<file path="config.mk">
export PLATFORM = sky130hd
export DESIGN_NAME = seg_scan_ctrl
export DESIGN_NICKNAME = d
export VERILOG_FILES = /design/src/rtl/seg_scan_ctrl_pkg.sv /design/src/rtl/seg_scan_ctrl_hex7seg.sv /design/src/rtl/seg_scan_ctrl.sv
export SDC_FILE = /design/constraint.sdc
export NUM_CORES = 1
export LEC_CHECK = 0
export ABC_CLOCK_PERIOD_IN_PS = 2800
export BUFFER_PORTS_ARGS = -buffer_cell sky130_fd_sc_hd__buf_2
export CORE_UTILIZATION = 58
export DETAILED_ROUTE_END_ITERATION = 7
export PLACE_DENSITY_LB_ADDON = 0.2
export SYNTH_ARGS = -nofsm -noshare
export SYNTH_HDL_FRONTEND = slang
export SYNTH_SLANG_ARGS = --single-unit
export TNS_END_PERCENT = 100
</file>
<file path="constraint.sdc">
create_clock -name clk -period 2.8 [get_ports clk]
set_input_delay 0.56 -clock clk [delete_from_list [all_inputs] [get_ports clk]]
set_output_delay 0.56 -clock clk [all_outputs]
set_load 0.01 [all_outputs]
</file>
<file path="src/rtl/seg_scan_ctrl_pkg.sv">
// Shared definitions for the seven-segment scan controller: glyph constants,
// scan FSM states and the staged display configuration record.
package seg_scan_ctrl_pkg;

    localparam int NUM_DIGITS = 4;

    localparam logic [6:0] SEG_OFF   = 7'h7F;
    localparam logic [6:0] SEG_MINUS = 7'h3F;
    localparam logic [3:0] AN_OFF    = 4'hF;

    typedef enum logic {
        BLANK,
        DRIVE
    } scan_state_e;

    typedef struct packed {
        logic [15:0] value;
        logic [3:0]  neg;
        logic [3:0]  blank;
        logic [3:0]  blink;
    } disp_cfg_t;

    // Active-low anode pattern selecting a single digit.
    function automatic logic [3:0] anode_sel_n(input logic [1:0] idx);
        return ~(4'b0001 << idx);
    endfunction

endpackage

</file>
<file path="src/rtl/seg_scan_ctrl_hex7seg.sv">
// Active-low hex-to-seven-segment decoder (a..g on bits 0..6) with a
// minus-sign override.
module hex7seg
    import seg_scan_ctrl_pkg::*;
(
    input  logic [3:0] n_i,
    input  logic       negative_i,
    output logic [6:0] seg_o
);

    always_comb begin
        seg_o = SEG_OFF;
        if (negative_i) begin
            seg_o = SEG_MINUS;
        end else begin
            unique case (n_i)
                4'h0: seg_o = 7'b1000000;
                4'h1: seg_o = 7'b1111001;
                4'h2: seg_o = 7'b0100100;
                4'h3: seg_o = 7'b0110000;
                4'h4: seg_o = 7'b0011001;
                4'h5: seg_o = 7'b0010010;
                4'h6: seg_o = 7'b0000010;
                4'h7: seg_o = 7'b1111000;
                4'h8: seg_o = 7'b0000000;
                4'h9: seg_o = 7'b0010000;
                4'hA: seg_o = 7'b0001000;
                4'hB: seg_o = 7'b0000011;
                4'hC: seg_o = 7'b1000110;
                4'hD: seg_o = 7'b0100001;
                4'hE: seg_o = 7'b0000110;
                4'hF: seg_o = 7'b0001110;
                default: seg_o = SEG_OFF;
            endcase
        end
    end

endmodule

</file>
<file path="src/rtl/seg_scan_ctrl.sv">
// Four-digit common-anode scan controller: frame-synchronous shadow latch,
// guarded BLANK/DRIVE slot sequencing, blink and leading-zero suppression.
module seg_scan_ctrl
    import seg_scan_ctrl_pkg::*;
#(
    parameter int PRESCALE     = 100000,
    parameter int BLANK_CYCLES = 1000,
    parameter int BLINK_DIV    = 128
) (
    input  logic        clk,
    input  logic        rst,
    input  logic [15:0] value,
    input  logic [3:0]  neg_mask,
    input  logic [3:0]  blank_mask,
    input  logic [3:0]  blink_mask,
    input  logic        lz_en,
    input  logic        update,
    output logic [3:0]  an,
    output logic [6:0]  seg,
    output logic        dp,
    output logic        frame_done
);

    localparam int CW = (PRESCALE > 1) ? $clog2(PRESCALE) : 1;
    localparam int FW = (BLINK_DIV > 1) ? $clog2(BLINK_DIV) : 1;

    localparam logic [CW-1:0] CNT_LAST       = CW'(PRESCALE - 1);
    localparam logic [CW-1:0] CNT_BLANK_LAST = CW'(BLANK_CYCLES - 1);
    localparam logic [FW-1:0] FRAME_LAST     = FW'(BLINK_DIV - 1);
    localparam logic [1:0]    DIGIT_LAST     = 2'(NUM_DIGITS - 1);

    scan_state_e   state_q, state_d;
    logic [CW-1:0] cnt_q, cnt_d;
    logic [1:0]    digit_q, digit_d;
    logic [FW-1:0] frame_q, frame_d;
    logic          blink_off_q, blink_off_d;
    disp_cfg_t     stage_q, stage_d;
    disp_cfg_t     shadow_q, shadow_d;
    logic          pending_q, pending_d;
    logic [3:0]    an_q, an_d;
    logic [6:0]    seg_q, seg_d;
    logic          fd_q, fd_d;

    logic          slot_wrap;
    logic          frame_wrap;
    logic          enter_drive;
    logic [3:0]    lz_dark;
    logic          digit_dark;
    logic [3:0]    cur_nibble;
    logic [6:0]    dec_seg;

    assign slot_wrap   = (cnt_q == CNT_LAST);
    assign frame_wrap  = slot_wrap && (digit_q == DIGIT_LAST);
    assign enter_drive = (state_q == BLANK) && (cnt_q == CNT_BLANK_LAST);

    always_ff @(posedge clk) begin
        if (rst) begin
            state_q     <= BLANK;
            cnt_q       <= '0;
            digit_q     <= '0;
            frame_q     <= '0;
            blink_off_q <= 1'b0;
            stage_q     <= '0;
            shadow_q    <= '0;
            pending_q   <= 1'b0;
            an_q        <= AN_OFF;
            seg_q       <= SEG_OFF;
            fd_q        <= 1'b0;
        end else begin
            state_q     <= state_d;
            cnt_q       <= cnt_d;
            digit_q     <= digit_d;
            frame_q     <= frame_d;
            blink_off_q <= blink_off_d;
            stage_q     <= stage_d;
            shadow_q    <= shadow_d;
            pending_q   <= pending_d;
            an_q        <= an_d;
            seg_q       <= seg_d;
            fd_q        <= fd_d;
        end
    end

    always_comb begin
        state_d     = state_q;
        cnt_d       = slot_wrap ? '0 : cnt_q + CW'(1);
        digit_d     = slot_wrap ? digit_q + 2'd1 : digit_q;
        frame_d     = frame_q;
        blink_off_d = blink_off_q;
        stage_d     = stage_q;
        shadow_d    = shadow_q;
        pending_d   = pending_q;
        fd_d        = frame_wrap;

        unique case (state_q)
            BLANK:   if (enter_drive) state_d = DRIVE;
            DRIVE:   if (slot_wrap)   state_d = BLANK;
            default: state_d = BLANK;
        endcase

        if (update) begin
            stage_d   = '{value: value, neg: neg_mask, blank: blank_mask, blink: blink_mask};
            pending_d = 1'b1;
        end

        // Commit uses the pre-edge staging value, so an update landing on the
        // wrap edge stays pending for the following frame.
        if (frame_wrap) begin
            if (pending_q) shadow_d = stage_q;
            pending_d = update;
            if (frame_q == FRAME_LAST) begin
                frame_d     = '0;
                blink_off_d = ~blink_off_q;
            end else begin
                frame_d = frame_q + FW'(1);
            end
        end
    end

    always_comb begin
        logic upper_zero;
        int unsigned j;
        lz_dark    = '0;
        upper_zero = 1'b1;
        j          = 0;
        for (int unsigned k = 0; k < NUM_DIGITS; k++) begin
            j          = NUM_DIGITS - 1 - k;
            upper_zero = upper_zero && (shadow_q.value[j*4 +: 4] == 4'h0) && !shadow_q.neg[j];
            if (j != 0) lz_dark[j] = lz_en && upper_zero;
        end
    end

    assign cur_nibble = shadow_q.value[digit_q*4 +: 4];
    assign digit_dark = shadow_q.blank[digit_q]
                     || (shadow_q.blink[digit_q] && blink_off_q)
                     || lz_dark[digit_q];

    hex7seg u_hex7seg (
        .n_i        (cur_nibble),
        .negative_i (shadow_q.neg[digit_q]),
        .seg_o      (dec_seg)
    );

    always_comb begin
        an_d  = an_q;
        seg_d = seg_q;
        if (enter_drive) begin
            an_d  = anode_sel_n(digit_q);
            seg_d = digit_dark ? SEG_OFF : dec_seg;
        end else if (state_d == BLANK) begin
            an_d  = AN_OFF;
            seg_d = SEG_OFF;
        end
    end

    assign an         = an_q;
    assign seg        = seg_q;
    assign dp         = 1'b1;
    assign frame_done = fd_q;

endmodule

</file>
---- Yosys cells after proc, flatten, opt, wreduce, memory -nomap -nowiden ----
Memory sizes are Yosys's and may differ from the RTL's.
Index checks and enable logic that the tools add are counted.
word-level totals
  register bits after elaboration ......... 97
  bits in read-only memories .............. 112
  input port bits ......................... 32
  output and inout port bits .............. 13
  logic and storage cells ................. 75
  memories ................................ 1
operators by class
  add/subtract/negate cells ............... 3
  order comparisons ....................... 1
  equal/unequal tests ..................... 5
  shift-type cells ........................ 2
  muxes and demuxes ....................... 20
  bitwise operators ....................... 3
  reduce and logical (&&, ||, !) cells .... 23
memory list
  name             words  width  read ports  clocked after Yosys merged registers in  wr ports  line                         text
  (no name shown)  16     7      1           0                                        0         seg_scan_ctrl_hex7seg.sv:16  unique case (n_i)
operator list
  operator                 count
  $mux W7                  5
  $add A17 B1 Y17 const B  1
  $eq A17 B10 Y1 const B   1
  $eq A17 B17 Y1 const B   1
  $shiftx A16 B5 Y4        1
  $logic_not A4 Y1         3
  $logic_and A1 B1 Y1      11
  $bmux W1 S2              4
  $mux W1                  8
  $mux W4                  2
  $add A7 B1 Y7 const B    1
  $eq A7 B7 Y1 const B     1
  $not A4 Y4               1
  $reduce_and A2 Y1        2
  $shl A1 B2 Y4 const A    1
  $logic_not A1 Y1         3
  $lt A2 B3 Y1 const B     1
  $add A2 B1 Y2 const B    1
  $eq A2 B2 Y1 const B     1
  $logic_or A1 B1 Y1       2
  $ne A2 B1 Y1 const B     1
  $not A1 Y1               2
  $pmux W1 S2              1
  $reduce_bool A2 Y1       1
  $reduce_or A2 Y1         1

---- Longest topological paths before layout ----
  depth after elaboration ................. 12
  depth in mapped cells ................... 9
  gate-level depth less buffers ........... 7

---- Cells and area by module ----
From an unflattened synthesis, not the netlist that was laid out.
unflattened totals
  cells, all modules ...................... 457
  area, all modules ....................... 4206.5 µm²
by module, submodules not included
  module         times used  cells each  area each (µm²)  seq. area each (µm²)
  seg_scan_ctrl  1           421         3898.7           1941.9
  hex7seg        1           36          307.8            0.0

---- Worst setup path after synthesis ----
Ideal clock, no wire load.
  path type ............................... register -> register
  from .................................... register digit_q[0]
  to ...................................... register seg_q[6] (netlist: seg[6])
  setup time .............................. 0.114 ns
  arrival time ............................ 2.022 ns
  required time ........................... 2.686 ns
  setup slack ............................. 0.664 ns
  stages on the path, launching flop included .. 8
  path buffers ............................ 1
  period minus slack after synthesis ...... 2.136 ns
  path through ............................ dfxtp_1 buf_6 mux4_2 ha_1 mux2_2 a21oi_1 o211ai_1 a21o_1
on the way
  word-level cells in the longest chain between the ends .. 7
  elaborated cells between the ends (all ways) .. 16
  classes of those cells .................. 1 x shift; 11 x mux; 3 x reduce/logical; 1 x memory
ends and longest elaborated chain
  what                                                    line                  text
  from (decl)                                             seg_scan_ctrl.sv:34   logic [1:0] digit_q, digit_d;
  from (signal assigned)                                  seg_scan_ctrl.sv:72   digit_q <= digit_d;
  branches (longest 5 deep; another with $mem_v2 Z16 W7)  --
  $mux W7 (*)                                             seg_scan_ctrl.sv:149  seg_d = digit_dark ? SEG_OFF : dec_seg;
  $mux W7 (*)                                             seg_scan_ctrl.sv:147  if (enter_drive) begin
  to (signal assigned)                                    seg_scan_ctrl.sv:79   seg_q <= seg_d;
  to (decl)                                               seg_scan_ctrl.sv:41   logic [6:0] seg_q, seg_d;
Mark *: on every way between the ends. The select of a mux whose other input is x is not followed.
A chain may end at the register's enable or synchronous reset.

---- Worst setup path in the final report ----
  from .................................... register digit_q[0]
  to ...................................... register seg_q[5] (netlist: seg[5])
Same word-level chain as after synthesis.

==> out/metrics.yaml <==
setup_viol: 0
syn_nets: 474
path_clk_slew_ns: 0.10
die_x_um: 87.6
netlist_area_sq_mm: 0.00425
grt_max_degree: 46
synthTopCellsByArea: "dfxtp_1 (46%), mux2i_1 (14%), nor2_1 (7.8%), mux4_2 (3.7%), ha_1 (3.5%)"
cts_resized: 0
antennaDiodeCount: 0
worstHoldPathType: "primary input to register"
clk_path_buf_depth: 2
io_buffers: 43
hold_buffers: 0
syn_to_final_growth_pct: 10.0
drv_cap: 0
clockRootBuffer: "clkbuf_8"
yosysSeqAreaShare: 0.457
detailedRoute.firstIterationViolations: 153
avgViaCountPerCell: 5.39
ys_ff_latch: 97
period_share: 0.817
die_y_um: 87.6
cts_tree: "yes"
synth_cells: 430
grt_usage: 0.224
cp.required_ns: 3.07
pin_count: 45
grt_pass1_vias: 2835
nets: 509
htreeDepth: 3
dpl_cell_area_sq_mm: 0.00449
maxSlewViolCount: 0
worstMarginPinSlew_ns: 0.868
mostFrequentLayoutCells: "dfxtp_1 (97), nor2_1 (88), mux2i_1 (59), buf_2 (43), nand2_1 (18)"
drt_pre_antenna_iters: 4
max-slew-margin-rel: 0.422
crit_type: "register to register"
leakagePower_nw: 2.01
critPathLaunchType: "register"
whs_ns: 0.412
syn_area_per_cell_sq_um: 9.88
antenna_found_initial: 0
placeableCoreArea_sq_mm: 0.00694
fin_crit_ns: 2.29
hpwl_mm: 5.72
rsz0062_at_grt: "false"
antenna_left: 0
ir_drop_uv: 467
drc: 0
fin_setup_tns_ns: 0
finalHoldViolations: 0
layout_commonest_cell: "dfxtp_1"
clk_latency_ns: 0.38
overflow: 0
outcome: "completed"
synth.largest_area_cell: "dfxtp_1"
worst_setup_path_end_kind: "register"
cellPowerDensity_mw_per_mm2: 507
async_flop_share: 0
gp_congestion: 0.827
synth_cell_type_count: 51
routed_wl_mm: 7.92
numCtsBuffers: 9
finalInstanceArea_sq_mm: 0.00467
vias: 3052
rows: 30
synth_warnings: 0
clock_sinks: 97
synth_ff_type: "dfxtp_1"
die_area_sq_mm: 0.00767
cts_setup_buffers: 0
cp_max_fo: 8
wire_per_inst_um: 14.0
max_freq_mhz: 437
synth-edff-count: 0
yosys.area.top_type_share: 0.457
start_util: 0.612
cp.arrival_ns: 2.56
grt_pass1_wl_mm: 13.2
layout-drive-gt1-share: 0.166
final.setup_skew_ns: 0.00849
worst max-delay path, cell delays in order (launching register included):
cell       delay (ns)
dfxtp_1          0.51
buf_4            0.24
mux4_2           0.55
a2111oi_4        0.41
nand4_2          0.24
o22a_1           0.23
metal layers:
metal | track usage | share of wire
met1 | 0.313 | 0.52
met2 | 0.344 | 0.44
met3 | 0.0368 | 0.031
met4 | 0.0984 | 0.015
met5 | 0 | 0
layout make-up:
class                           instances  area (sq um)
Inverter                               11          41.3
Clock buffer                           11           141
Sequential cell                        97          1940
Clock inverter                          5          40.0
Multi-Input combinational cell        299          2140
Tap cell                               96           120
Fill cell                             559          2270
Timing Repair Buffer                   47           245
through the flow:
stage                     setup slack, ns  instances  power, mW   util
after floorplan                     0.664        430       1.52      -
after global placement              0.580        550       1.55  0.647
after detailed placement            0.494        550       1.56  0.647
after CTS                           0.472        566       2.38  0.673
after global routing                0.337        566       2.45  0.673
final                               0.511        566       2.37  0.673
state kept, by name (all words and copies together), names as in the netlist, 2 cells and up:
signal and cells:
frame_q 7, an 4, seg 7, shadow_q 28
stage_q 28, cnt_q 17, digit_q 2
Yosys cell counts (6+ instances only):
master	count
nor3_1	6
nor2_1	88
mux2i_1	59
ha_1	12
nand2_1	18
inv_1	11
xnor2_1	9
o211ai_1	7
nand4_1	6
clkbuf_1	13
dfxtp_1	97
nand3_1	8
a21oi_1	10
mux4_2	7
o21ai_0	9
xor2_1	9
o22a_1	6
kinds of logic (layout without fill, tap and decap cells):
kind of cell    Yosys count  in the layout  synth area share
simple gates            157            157             0.179
flops                    97             97             0.457
buf+inv                  34             74            0.0380
xor+xnor                 18             18            0.0371
other cells               1              1          0.000883
compound gates           43             43            0.0710
mux                      68             68             0.181
fa+ha+maj                12             12            0.0353
final timing paths:
check	startpoint	end	slack [ns]	cells past startpoint
hold / removal	value[2]	stage_q[14]	0.41	3
setup / recovery	digit_q[0]	seg[5]	0.51	5
setup reg to reg	digit_q[0]	seg[5]	0.51	5
hold reg to reg	cnt_q[0]	cnt_q[0]	0.45	1
report_power, final:
| part | switching, mW | internal [mW] |
|---|---|---|
| clock network | 0.495 | 0.352 |
| logic | 0.0541 | 0.0468 |
| registers | 0.0156 | 1.41 |
| total | 0.565 | 1.81 |
Note: power is estimated with default switching activity, not from simulation.
